File: src/rtl/mxu_result_serializer.sv
// Two-slot result buffer behind the MXU core; streams Y element-by-element on valid/ready with row/matrix flags.
// Optional build macro MXU_SER_COLMAJOR_EN switches the emit order to column-major.
module mxu_result_serializer #(
  parameter int DIM   = 4,
  parameter int WIDTH = 16
) (
  input  logic                                 clk,
  input  logic                                 reset,
  input  logic                                 in_valid,
  input  logic [DIM-1:0][DIM-1:0][WIDTH-1:0]   in_y,
  output logic                                 in_ready,
  output logic [WIDTH-1:0]                     out_data,
  output logic                                 out_valid,
  input  logic                                 out_ready,
  output logic                                 out_last_row,
  output logic                                 out_last,
  output logic                                 overflow,
  output logic [1:0]                           occupancy
);

  localparam int N  = DIM * DIM;
  localparam int KW = $clog2(N);
  localparam int RW = $clog2(DIM);
  localparam logic [KW-1:0] K_LAST = KW'(N - 1);

  typedef enum logic {IDLE, STREAM} state_t;

  state_t                               state;
  logic [DIM-1:0][DIM-1:0][WIDTH-1:0]   slot [2];
  logic                                 wp;
  logic                                 rp;
  logic [KW-1:0]                        k;

  logic                                 hs;
  logic                                 final_pop;
  logic                                 cap;
  logic                                 drop;
  logic [1:0]                           occ_n;
  logic [RW-1:0]                        row;
  logic [RW-1:0]                        col;
  logic                                 row_end;

  always_comb begin
    hs        = out_valid && out_ready;
    final_pop = hs && (k == K_LAST);
    // Capture/drop decided on pre-edge occupancy, even if the head drains this cycle.
    cap       = in_valid && (occupancy != 2'd2);
    drop      = in_valid && (occupancy == 2'd2);
    occ_n     = occupancy;
    if (cap && !final_pop)
      occ_n = occupancy + 2'd1;
    else if (!cap && final_pop)
      occ_n = occupancy - 2'd1;
`ifdef MXU_SER_COLMAJOR_EN
    row = RW'(int'(k) % DIM);
    col = RW'(int'(k) / DIM);
`else
    row = RW'(int'(k) / DIM);
    col = RW'(int'(k) % DIM);
`endif
    row_end = ((int'(k) % DIM) == DIM - 1);
  end

  // Outputs derive only from registered state; gated to zero while idle.
  assign in_ready     = (occupancy != 2'd2);
  assign out_data     = out_valid ? slot[rp][row][col] : '0;
  assign out_last_row = out_valid && row_end;
  assign out_last     = out_valid && (k == K_LAST);

  always_ff @(posedge clk) begin
    if (reset) begin
      state     <= IDLE;
      out_valid <= 1'b0;
      wp        <= 1'b0;
      rp        <= 1'b0;
      k         <= '0;
      occupancy <= 2'd0;
      overflow  <= 1'b0;
    end else begin
      if (cap) begin
        slot[wp] <= in_y;
        wp       <= ~wp;
      end
      if (drop)
        overflow <= 1'b1;
      if (hs) begin
        if (final_pop) begin
          k  <= '0;
          rp <= ~rp;
        end else begin
          k <= k + 1'b1;
        end
      end
      occupancy <= occ_n;
      case (state)
        IDLE: begin
          if (occ_n != 2'd0) begin
            state     <= STREAM;
            out_valid <= 1'b1;
          end
        end
        STREAM: begin
          if (occ_n == 2'd0) begin
            state     <= IDLE;
            out_valid <= 1'b0;
          end
        end
        default: begin
          state     <= IDLE;
          out_valid <= 1'b0;
        end
      endcase
    end
  end

endmodule

File: config.mk
export PLATFORM = sky130hd
export DESIGN_NAME = mxu_result_serializer
export DESIGN_NICKNAME = d
export VERILOG_FILES = /design/src/rtl/mxu_result_serializer.sv
export SDC_FILE = /design/constraint.sdc
export NUM_CORES = 1
export LEC_CHECK = 0
export ABC_CLOCK_PERIOD_IN_PS = 63100
export BUFFER_PORTS_ARGS = -buffer_cell sky130_fd_sc_hd__buf_2
export CAP_MARGIN = 25
export CELL_PAD_IN_SITES_DETAIL_PLACEMENT = 2
export CELL_PAD_IN_SITES_GLOBAL_PLACEMENT = 2
export CORE_MARGIN = 2
export CORE_UTILIZATION = 47
export CTS_CLUSTER_SIZE = 8
export DETAILED_ROUTE_END_ITERATION = 10
export GPL_TIMING_DRIVEN = 0
export MAX_ROUTING_LAYER = met4
export PLACE_DENSITY_LB_ADDON = 0.1
export SYNTH_ARGS = -nofsm -noshare
export SYNTH_HDL_FRONTEND = slang
export SYNTH_SLANG_ARGS = --single-unit
File: constraint.sdc
create_clock -name clk -period 63.1 [get_ports clk]
set_input_delay 3.155 -clock clk [delete_from_list [all_inputs] [get_ports clk]]
set_output_delay 3.155 -clock clk [all_outputs]
set_load 0.03 [all_outputs]
==> results of run 1 <==
==> flip-flops by register name (all words and copies together), names as in the netlist, named ones only <==
| name | cells |
|---|---|
| out_valid | 1 |
| slot | 512 |
| wp | 1 |
| rp | 1 |
| occupancy | 2 |
| overflow | 1 |
| state | 1 |
| k | 4 |
==> worst paths after layout <==
path,start,to,slack (ns)
worst max-delay path,k[2]$_SDFFE_PP0P_,out_data[10],56.11
worst min-delay path,overflow$_SDFFE_PP0P_,overflow$_SDFFE_PP0P_,0.53
worst max register to register,occupancy[0]$_SDFF_PP0_,slot[1][246]$_DFFE_PP_,59.91
worst min register to register,overflow$_SDFFE_PP0P_,overflow$_SDFFE_PP0P_,0.53
==> synth_stat cells, drive strengths merged <==
| library cell | count | area, sq um |
|---|---|---|
| clkinv | 1 | 3.75 |
| dfxtp | 12 | 240 |
| nor3 | 1 | 5.00 |
| nor2b | 3 | 18.8 |
| a21o | 1 | 7.51 |
| o221ai | 9 | 78.8 |
| xor2 | 2 | 17.5 |
| xnor2 | 1 | 8.76 |
| buf | 31 | 249 |
| nor3b | 9 | 67.6 |
| o22ai | 7 | 43.8 |
| a221oi | 9 | 78.8 |
| or2 | 1 | 6.26 |
| a211oi | 1 | 7.51 |
| and4 | 1 | 8.76 |
| mux2i | 47 | 470 |
| mux2 | 25 | 282 |
| a21oi | 15 | 75.1 |
| mux4 | 112 | 2570 |
| and2 | 2 | 12.5 |
| o21ai | 10 | 50.1 |
| nand3 | 4 | 20.0 |
| a31oi | 9 | 56.3 |
| a22oi | 23 | 173 |
| nand2 | 7 | 26.3 |
| ha | 4 | 50.1 |
| inv | 3 | 11.3 |
| nor2 | 12 | 45.0 |
| nand2b | 2 | 12.5 |
| edfxtp | 512 | 15400 |
| or3 | 2 | 12.5 |
| a32oi | 1 | 8.76 |
| clkbuf | 20 | 75.1 |
| a311oi | 1 | 8.76 |
==> final cells by class <==
type                       instances  area, sq um
antenna                           29         72.6
buffer                            51          324
clock buffer                      91         1980
clock inverter                     6         88.8
fill                            3429        17100
inverter                           4         15.0
multi-input combinational        321         4230
sequential                       524        15600
tap                              539          674
timing repair buffer             335         2030
==> report_power, final <==
part	total (mW)	switching (mW)	internal, mW
Sequential	0.420	0.00860	0.411
Clock	0.365	0.143	0.222
Combinational	0.0876	0.0550	0.0326
Total	0.872	0.207	0.666
==> per-stage QoR <==
step	cell area, sq um	worst slack [ns]
finish	25000	56.11
global route	25000	55.96
CTS	25000	56.07
detailed placement	22900	56.78
global placement	22300	29.04
floorplan	20200	40.03
==> worst max-delay path, cell delays in order (launching register included) <==
cell and delay, ns:
dfxtp_1 0.33, buf_2 0.22, buf_2 0.35, clkbuf_1 0.74
mux4_2 0.43, mux2_2 0.32, o22ai_1 0.51, nor3b_1 0.12
buf_2 0.21
==> per-layer routing <==
layer / track usage (%) / vias up / part of all wire (%) / wire, um
met3: 7.57 / 105 / 6.9 / 4250
met2: 47.6 / 406 / 52 / 32200
met5: - / - / 0 / 0
met4: 11.8 / 0 / 3.3 / 2030
li1: - / 4695 / - / -
met1: 33.5 / 5916 / 38 / 23500
==> cell families after synthesis <==
kind of cell,share of synthesized area (%)
simple gates,1.17
fa+ha+maj,0.248
flops,77.4
compound gates,2.92
mux,16.5
xor+xnor,0.130
buf+inv,1.68
==> qor.csv, run 1 <==
stage,metric,value,unit
grt,GRT overflow,0,
drt,Vias/cell,5.85,
cells_and_area,share of layout cells above drive strength 1,42.7,%
placement,RD Place Congestion,0.767,
setup_path,Critical Path End Type,output pin,
drt,TritonRoute pass-1 iters,5,
floorplan,IO Pins,283,
floorplan,initial core utilization,47.9,%
sta,achievable frequency,0.143,GHz
setup_path,"Arr. time, crit path",3.84,ns
setup_path,kind of critical path,reg -> out,
cts,Root Buffer,clkbuf_16,
pwr,Design Power,872,uW
sta,Worst Skew,0.0233,ns
grt,initial antenna violation count,25,
cts,Sink Count,524,
floorplan,die area,0.0446,sq mm
cts,CTS buffer count,75,
logic_synthesis,Synth Area per Inst,22.4,sq um
cts,CTS tree,done,
cts,post-CTS setup buffers,0,
pwr,PD cells,34.9,mW/mm^2
job,Max Cap Violations,0,
logic_synthesis,Ys Warns,0,
sta,Worst-Margin Slew,0.966,ns
sta,Final Hold Slack,0.530,ns
floorplan,row count,75,
logic_synthesis,Netlist Area Pre-Place,0.0202,sq mm
setup_path,Critical Path RT,59.94,ns
cts,Skew-Pair Late Insertion Delay,0.61,ns
sta,Sum Neg Setup Slack,0,ns
cts,CTS Buffer Depth,3,
logic_synthesis,count of unique library cells instantiated by Yosys,39,
cts,post_cts resized,0,
logic_synthesis,sequential share of the synthesized area,77.4,%
cells_and_area,synth-to-layout area growth,24.1,%
sta,final slew viol count,0,
cells_and_area,layout net count,1576,
sta,Final Critical Period,6.99,ns
grt,first-pass GRT wire length,86900,um
logic_synthesis,Yosys reg bits,524,
cts,H-tree depth,3,
drt,DRC viols,0,
placement,Port Buffer Count,281,
logic_synthesis,Synth Instances,900,
cells_and_area,post-layout util,59.4,%
min_path,Hold WC Path Type,reg -> reg,
drt,total wire length,61900,um
drt,DR iter-0 viols,964,
pwr,Leakage,8.46,nW
grt,largest net degree at the start of global routing,13,
drt,Routed Antenna Nets,0,
drt,vias after detailed routing,11100,
status,status,finished clean,
min_path,hold depth,2,
sta,# setup viols final,0,
floorplan,Die Y-Extent,211,um
setup_path,R2R cell count,9,
pwr,Max VDD drop,24.6,uV
cells_and_area,Non-Filler Instances,1900,
cts,"Reg clk slew, reported paths",0.05,ns
sta,RSZ-0062 raised after global routing,no,
cts,Hold Buf Count CTS,0,
sta,Worst slew margin,35.3,%
cells_and_area,"commonest non-fill, non-tap cell in the layout",edfxtp_1,
grt,vias in the first global route,12600,
cells_and_area,most frequent cells in the layout,"512 x edfxtp_1, 288 x buf_2, 100 x mux4_2, 77 x clkbuf_16, 58 x buf_6",
sta,Fin. Hold Viols,0,
setup_path,crit-path max FO,10,
setup_path,critical path launch point type,flop,
placement,detailed placement HPWL,44400,um
logic_synthesis,net count after synthesis,1164,
drt,routed len/inst,32.6,um
floorplan,die extent in x,211,um
sta,period utilization,11.1,%
grt,total track usage,28.7,%
placement,Placed Instances,1774,
floorplan,Core ar.,0.0421,sq mm
No activity file was read; power rests on OpenSTA's default activity.
==> inputs of run 2 (changes only) <==
- ABC_CLOCK_PERIOD_IN_PS: 63100 -> 5900
- CORE_UTILIZATION: 47 -> 40
- clock period: 63.1 -> 5.9 ns (I/O delays scaled with it)
==> run 2 against run 1 <==
Clock power grew to 11 times the previous value. Combinational power grew to 13 times the previous value. Sequential power grew to 11 times the previous value. Non-clock buffer count grew 241. Cell area grew 11%. Worst hold slack lost 0.37 ns. First-iteration DRC count shrank 13%. Utilization shrank 3.7 points.
==> qor.csv, run 2 (synthesized netlist as in run 1, its figures left out) <==
stage,metric,value,unit,change
status,status,finished clean,,
floorplan,row count,82,,+9.3%
sta,# setup viols final,0,,unchanged
grt,initial antenna violation count,6,,-76%
floorplan,die area,0.0522,sq mm,+17%
cts,Root Buffer,clkbuf_16,,
grt,total track usage,26.0,%,-2.8 points
grt,vias in the first global route,13800,,+9.7%
drt,Routed Antenna Nets,0,,unchanged
placement,detailed placement HPWL,40600,um,-8.6%
cts,post-CTS setup buffers,0,,unchanged
setup_path,CP most frequent cell,buf_2,,
floorplan,Die Y-Extent,229,um,+8.2%
drt,DR WL met2,33900,um,+5.3%
cts,CTS buffer count,75,,unchanged
drt,TritonRoute pass-1 iters,5,,unchanged
pwr,Max VDD drop,398,uV,+1500%
cts,CTS Buffer Depth,3,,unchanged
floorplan,Core ar.,0.0500,sq mm,+19%
sta,Final Hold Slack,0.159,ns,-0.372 ns
cts,"Reg clk slew, reported paths",0.05,ns,about the same
cts,post_cts resized,0,,unchanged
drt,Vias/cell,5.28,,-9.9%
drt,vias after detailed routing,11900,,+6.8%
pwr,PD cells,341,mW/mm^2,+880%
placement,RD Place Congestion,0.721,,-6.1%
placement,Port Buffer Count,281,,unchanged
sta,achievable frequency,0.243,GHz,
setup_path,crit-path max FO,10,,unchanged
floorplan,IO Pins,283,,unchanged
cells_and_area,post-layout util,55.7,%,-3.7 points
drt,DRC viols,0,,unchanged
cells_and_area,Top reg by flops,slot,,
drt,WL met1,25700,um,+9.6%
sta,period utilization,69.6,%,
cts,Skew-Pair Late Insertion Delay,0.61,ns,about the same
floorplan,die extent in x,229,um,+8.2%
floorplan,initial core utilization,40.4,%,-7.5 points
setup_path,CP max stage delay,0.64,ns,-0.10 ns
setup_path,critical path launch point type,flop,,
drt,met3 WL,2900,um,-32%
cells_and_area,synth-to-layout area growth,38.0,%,
grt,GRT overflow,0,,unchanged
sta,final slew viol count,0,,unchanged
cells_and_area,"commonest non-fill, non-tap cell in the layout",edfxtp_1,,
cells_and_area,most frequent cells in the layout,"512 x edfxtp_1, 288 x buf_2, 258 x dlygate4sd3_1, 100 x mux4_2, 76 x clkbuf_16",,
sta,Fin. Hold Viols,0,,unchanged
sta,Worst-Margin Slew,0.922,ns,-0.0443 ns
cts,Sink Count,524,,unchanged
setup_path,CP bufs+invs,4,,unchanged
cts,CTS tree,done,,
grt,largest net degree at the start of global routing,19,,+6
cells_and_area,max reg flops,512,,unchanged
setup_path,Critical Path End Type,output pin,,
sta,Sum Neg Setup Slack,0,ns,unchanged
cells_and_area,layout net count,1817,,+15%
drt,DR iter-0 viols,837,,-13%
grt,first-pass GRT wire length,94700,um,+9.0%
setup_path,Critical Path RT,5.61,ns,-54.33 ns
sta,RSZ-0062 raised after global routing,no,,
setup_path,kind of critical path,reg -> out,,
pwr,Leakage,9.53,nW,+13%
sta,Worst slew margin,38.5,%,+3.2 points
cts,H-tree depth,3,,unchanged
drt,routed len/inst,28.5,um,-13%
setup_path,cell family with most CP delay,buffers and inverters,,
drt,top layer in use,met4,,
setup_path,critical path's slowest cell,buf_1,,
sta,Worst Skew,0.0219,ns,-0.00142 ns
drt,total wire length,64100,um,+3.5%
setup_path,crit-path cells,buf_2 > buf_2 > buf_1 > nor2_1 > a221oi_1 > o21ai_0 > a31oi_1 > buf_2,,
job,Max Cap Violations,0,,unchanged
cells_and_area,share of layout cells above drive strength 1,35.4,%,-7.3 points
setup_path,"Arr. time, crit path",3.81,ns,-0.03 ns
min_path,Hold WC Path Type,in -> reg,,
cells_and_area,top flop regs,"slot (512), k (4), occupancy (2)",,
sta,Final Critical Period,4.11,ns,
-- run 2: cell types whose count changed in the layout (fill, tap and decap cells not counted), sizes merged --
cell	before	now
buf	366	349
inv	6	8
clkbuf	111	110
bufinv	1	0
diode	29	7
dlygate4sd3	0	258
-- run 2: per-layer routing --
metal / track usage, % / vias to the layer above
met3: 4.87 / 100
met2: 44.4 / 344
li1: - / 5157
met1: 31.5 / 6281
met5: - / -
met4: 7.72 / 0
-- run 2: where the power goes --
part           internal (mW)  leakage (nW)  switching [mW]
logic                  0.493          3.76           0.626
registers               4.40          4.79          0.0864
clock network           2.30         0.987            1.57
-- run 2: per-stage QoR --
stage	instance area [sq um]	std cells	power, mW	worst slack, ns
after CTS	27800	2245	9.49	1.81
after floorplan	20200	900	5.04	-1.82
after global placement	22500	1853	5.44	-5.76
final	27800	2252	9.48	1.79
after global routing	27800	2251	9.80	1.64
after detailed placement	23200	1890	5.51	2.49
-- run 2: final timing paths --
check / startpoint / end / slack [ns] / cells past startpoint
max reg2reg: k[3]$_SDFFE_PP0P_ / out_valid$_SDFFE_PP0P_ / 3.15 / 8
min: out_ready / k[1]$_SDFFE_PP0P_ / 0.16 / 3
min reg2reg: overflow$_SDFFE_PP0P_ / overflow$_SDFFE_PP0P_ / 0.49 / 2
max: k[2]$_SDFFE_PP0P_ / out_data[5] / 1.79 / 8
-- run 2: timing repair --
action / in CTS / in global routing
endpoints found under the hold margin: 515 / 0
hold buffers: 258 / 0
setup endpoints to repair: 0 / 0
-- run 2: worst reg2reg max path: stages, from the launching register on --
cell      delay, ns
dfxtp_1        0.33
clkbuf_1       0.56
and4_1         0.30
clkbuf_1       0.28
nand3_1        0.27
a32oi_1        0.38
ha_1           0.31
a21oi_1        0.15
nor2_1         0.05
-- run 2: final cells by class --
class | instances | area [sq um]
clock inverters | 7 | 65.1
well taps | 672 | 841
diodes | 7 | 17.5
clock buffers | 90 | 1950
repair buffers | 576 | 4740
fillers | 4274 | 22100
flip-flops and latches | 524 | 15600
multi-input cells | 321 | 4260
plain buffers | 51 | 324
inverters | 4 | 17.5
